File: src/rtl/add_result_checker_chk_delay_line.sv
// Fixed-depth valid/data shift pipeline. Accepts an entry every cycle, never
// stalls. flush zeroes every valid bit and drops the incoming entry.
module chk_delay_line #(
  parameter int DEPTH = 1,
  parameter int WIDTH = 9
) (
  input  logic             clk,
  input  logic             rst_n,
  input  logic             flush,
  input  logic             in_valid,
  input  logic [WIDTH-1:0] in_data,
  output logic             out_valid,
  output logic [WIDTH-1:0] out_data
);

  logic [DEPTH-1:0]            valid_q, valid_d;
  logic [DEPTH-1:0][WIDTH-1:0] data_q, data_d;

  // Next-state: shift by one stage; flush kills all valid bits.
  always_comb begin
    valid_d = '0;
    data_d  = data_q;
    if (!flush) begin
      valid_d[0] = in_valid;
      for (int i = 1; i < DEPTH; i++) begin
        valid_d[i] = valid_q[i-1];
      end
    end
    data_d[0] = in_data;
    for (int i = 1; i < DEPTH; i++) begin
      data_d[i] = data_q[i-1];
    end
  end

  // Pipeline registers; reset discards everything in flight.
  always_ff @(posedge clk or negedge rst_n) begin
    if (!rst_n) begin
      valid_q <= '0;
      data_q  <= '0;
    end else begin
      valid_q <= valid_d;
      data_q  <= data_d;
    end
  end

  assign out_valid = valid_q[DEPTH-1];
  assign out_data  = data_q[DEPTH-1];

endmodule

File: config.mk
export PLATFORM = sky130hd
export DESIGN_NAME = chk_delay_line
export DESIGN_NICKNAME = d
export VERILOG_FILES = /design/src/rtl/add_result_checker_chk_delay_line.sv
export SDC_FILE = /design/constraint.sdc
export NUM_CORES = 1
export LEC_CHECK = 0
export ABC_AREA = 1
export CORE_AREA = 2 2 39 41
export DETAILED_ROUTE_END_ITERATION = 8
export DIE_AREA = 0 0 41 43
export GPL_ROUTABILITY_DRIVEN = 0
export REMOVE_ABC_BUFFERS = 1
export SETUP_SLACK_MARGIN = 0.15
export SYNTH_ARGS = -nofsm -noshare
export SYNTH_HDL_FRONTEND = slang
export SYNTH_SLANG_ARGS = --single-unit
export TNS_END_PERCENT = 20
File: constraint.sdc
create_clock -name clk -period 0.8 [get_ports clk]
set_input_delay 0.12 -clock clk [delete_from_list [all_inputs] [get_ports clk]]
set_output_delay 0.12 -clock clk [all_outputs]
set_load 0.01 [all_outputs]
# --- Word-level counts from Yosys, hierarchy flattened ---
# Index checks and enable logic that the tools add are counted.
op_classes:
  muxes: 1
ops:
  columns: ["cell", "n"]
  rows:
  - ["2-to-1 mux 1 bit", 1]
totals:
  reg_bits: 10

# --- Longest topological paths before layout ---
logic_depth:
  ltp_word: 1
  ltp_mapped: 2
  depth_no_buf: 2

# --- Worst setup path after synthesis ---
# No wires, ideal clock.
synth_path:
  kind: "flip-flop to output port"
  start: "register data_q, in the netlist out_data[0]"
  end: "output port out_data[0]"
  path_stages_with_launch: 1
  path_slack_ns: 0.304
  t_arrival_ns: 0.376
  path_cell_list: "dfrtp_1"
synth_lines:
  columns: ["item", "line_no", "text"]
  rows:
  - ["from (decl)", "17", "logic [DEPTH-1:0][WIDTH-1:0] data_q, data_d;"]
  - ["from (signal assigned)", "42", "data_q <= data_d;"]
  - ["to (decl)", "13", "output logic [WIDTH-1:0] out_data"]
# No word-level cell between the ends.

# --- Final worst setup path ---
layout_path:
  start: "register data_q, in the netlist out_data[4]"
  end: "output port out_data[4]"
# No word-level cell between the ends.

==> metrics.cfg <==
[sta]
worst_slack_ns = -0.0743
tightest_slew_ns = 0.116
hold_viol = 0
finalCriticalPeriod_ns = 0.874
drv_slew = 0
setup_viol = 10
rsz0062_at_grt = true
tns_ns = -0.555
finalCritPeriodShare_pct = 109
maxSlewHeadroom_pct = 92.2
fmax_ghz = 1.14

[cells_and_area]
seq_area_um2 = 250
drive_gt1_share_pct = 39.5
area_growth_pct = 101
nNetsFinal = 53
final_core_util_pct = 37.9
num_antenna_cells = 0
design_area_um2 = 524
multi_input_area_um2 = 6.26
nFillCells = 135

[global_route]
grt_pass1_vias = 208
grt_first_pass_wirelength_um = 834
grt_use_total_pct = 8.62
grt_max_degree = 11
gr-total-overflow = 0
antenna_found_initial = 0

[setup_path]
critPathMaxFanout = 1
path_class = flip-flop to output pin
cp_data_required_time_ns = 0.68
crit_slowest_cell = dfrtp_1
crit_chain = buf_6
slowest_delay_ns = 0.38
worstSetupEndpointType = output pin
critPathLaunchType = flip-flop
cp_top_family = flip-flops
critPathArrivalTime_ns = 0.75
timing.critical_path.buf_inv = 1

[floorplanning]
pin_count = 23
dieArea_um2 = 1760
die-height_um = 43
rows = 14
start_util_pct = 18.8
die_x_um = 41
coreArea_um2 = 1380

[job]
drv_cap = 0

[cts]
numCtsBuffers = 3
clockBufferDepth = 2
clk_pin_slew_ns = 0.05
cts_hold_buf = 0
htree_levels = 1
cts_tree = yes
cts-root-buf = clkbuf_4
clkSinkCount = 10

[routing]
firstDrtPassIters = 2
vias_per_cell = 3.59
num_vias = 194
routed_wl_um = 570
remaining_drc_errors = 0
wire_per_inst_um = 10.6
drt_iter0_markers = 2
ant_nets = 0

[synthesis]
yosysUniqueCellTypes = 3
yosys.area.top_type = dfrtp_1
synthCells = 12
syn_area_per_cell_um2 = 21.7
synth_seq_cells = 10
netlist_area_um2 = 260
ys_seq_area_share_pct = 96.2
yosysWarningCount = 0
yosys.area.top_type_share_pct = 96.2
synthTopCellsByArea = dfrtp_1 (96%), nor2_2 (2.4%), inv_1 (1.4%)

[pwr]
p_sw_share_pct = 18.4
p_per_area_nw_per_um2 = 1860
peakVddDrop_v = 0.000639
clkPwrFrac_pct = 30.5
comb_power_share_pct = 14.1
p_seq_share_pct = 55.4
netSwitchingPower_uw = 179
p_leak_uw = 0.000245
internal_power_uw = 797
finalPower_uw = 976

[placement]
placed_area_um2 = 520
place_ws_ns = -0.194
portBuffers = 22

[outcome]
status = finished, violations left
violations = negative setup slack

[hold_path]
holdCritPathClass = input pin to asynchronous set/reset pin

==> worst max-delay path by stage <==
stage	startpoint	endpoint	slack [ns]	depth (start not counted)
6_report	out_data[4]$_DFF_PN0_	out_data[4]	-0.07	1
2_1_floorplan	out_data[0]$_DFF_PN0_	out_data[0]	0.30	0
3_5_place_dp	out_data[4]$_DFF_PN0_	out_data[4]	-0.19	1
4_1_cts	out_data[4]$_DFF_PN0_	out_data[4]	-0.10	1
5_1_grt	out_data[4]$_DFF_PN0_	out_data[4]	-0.10	1
3_3_place_gp	out_data[7]$_DFF_PN0_	out_data[7]	-0.16	1
==> cells in the final DEF, fill, tap and decap left out <==
master           netlist  final
buf_12                 0      1
buf_2                  0      5
buf_6                  0      5
clkbuf_4               0      3
clkdlybuf4s50_1        0     12
dfrtp_1               10     10
inv_1                  1      1
nor2_2                 1      1
==> stage by stage <==
step                      cells  hold slack [ns]
after floorplan              12           -0.176
after global placement       51            0.454
after detailed placement     51            0.459
after CTS                    54            0.186
after global routing         54            0.197
final                        54            0.193
==> cell families (layout without fill, tap and decap cells) <==
kind of cell	count (synthesis)	after routing	synth area share, %
flops	10	10	96.2
buf+inv	1	27	1.44
simple gates	1	1	2.41
==> cell type report <==
class / instances / share of cell area, %
clock buffer: 3 / 4.30
inverter: 1 / 0.716
multi-input combinational: 1 / 1.19
sequential: 10 / 47.7
tap: 16 / 3.82
timing repair buffer: 23 / 42.2
==> layer usage <==
| metal | global-route usage (%) | routed length, um |
|---|---|---|
| met1 | 8.65 | 243 |
| met2 | 8.75 | 211 |
| met3 | 5.24 | 94 |
| met4 | 14.0 | 21 |
| met5 | 0 | 0 |
==> cell usage after synthesis <==
cell     number
inv_1         1
nor2_2        1
dfrtp_1      10
==> power by group through the flow <==
stage	Clock, uW	Combinational (uW)	Sequential, uW
2_1_floorplan	0	2.90	562
6_report	298	137	541
3_3_place_gp	0	148	547
3_5_place_dp	0	151	548
4_1_cts	318	126	538
5_1_grt	323	149	543
==> state kept, by name, indices dropped and copies added (netlist names) <==
register / count
out_data: 9
out_valid: 1
==> what timing repair did <==
| action | CTS | global route |
|---|---|---|
| setup buffers | 0 | 0 |
| gates resized for setup | 40 | 5 |
| endpoints found under the hold margin | 0 | 0 |
| setup endpoints to repair | 10 | 10 |
(Power assumes the default switching activity.)
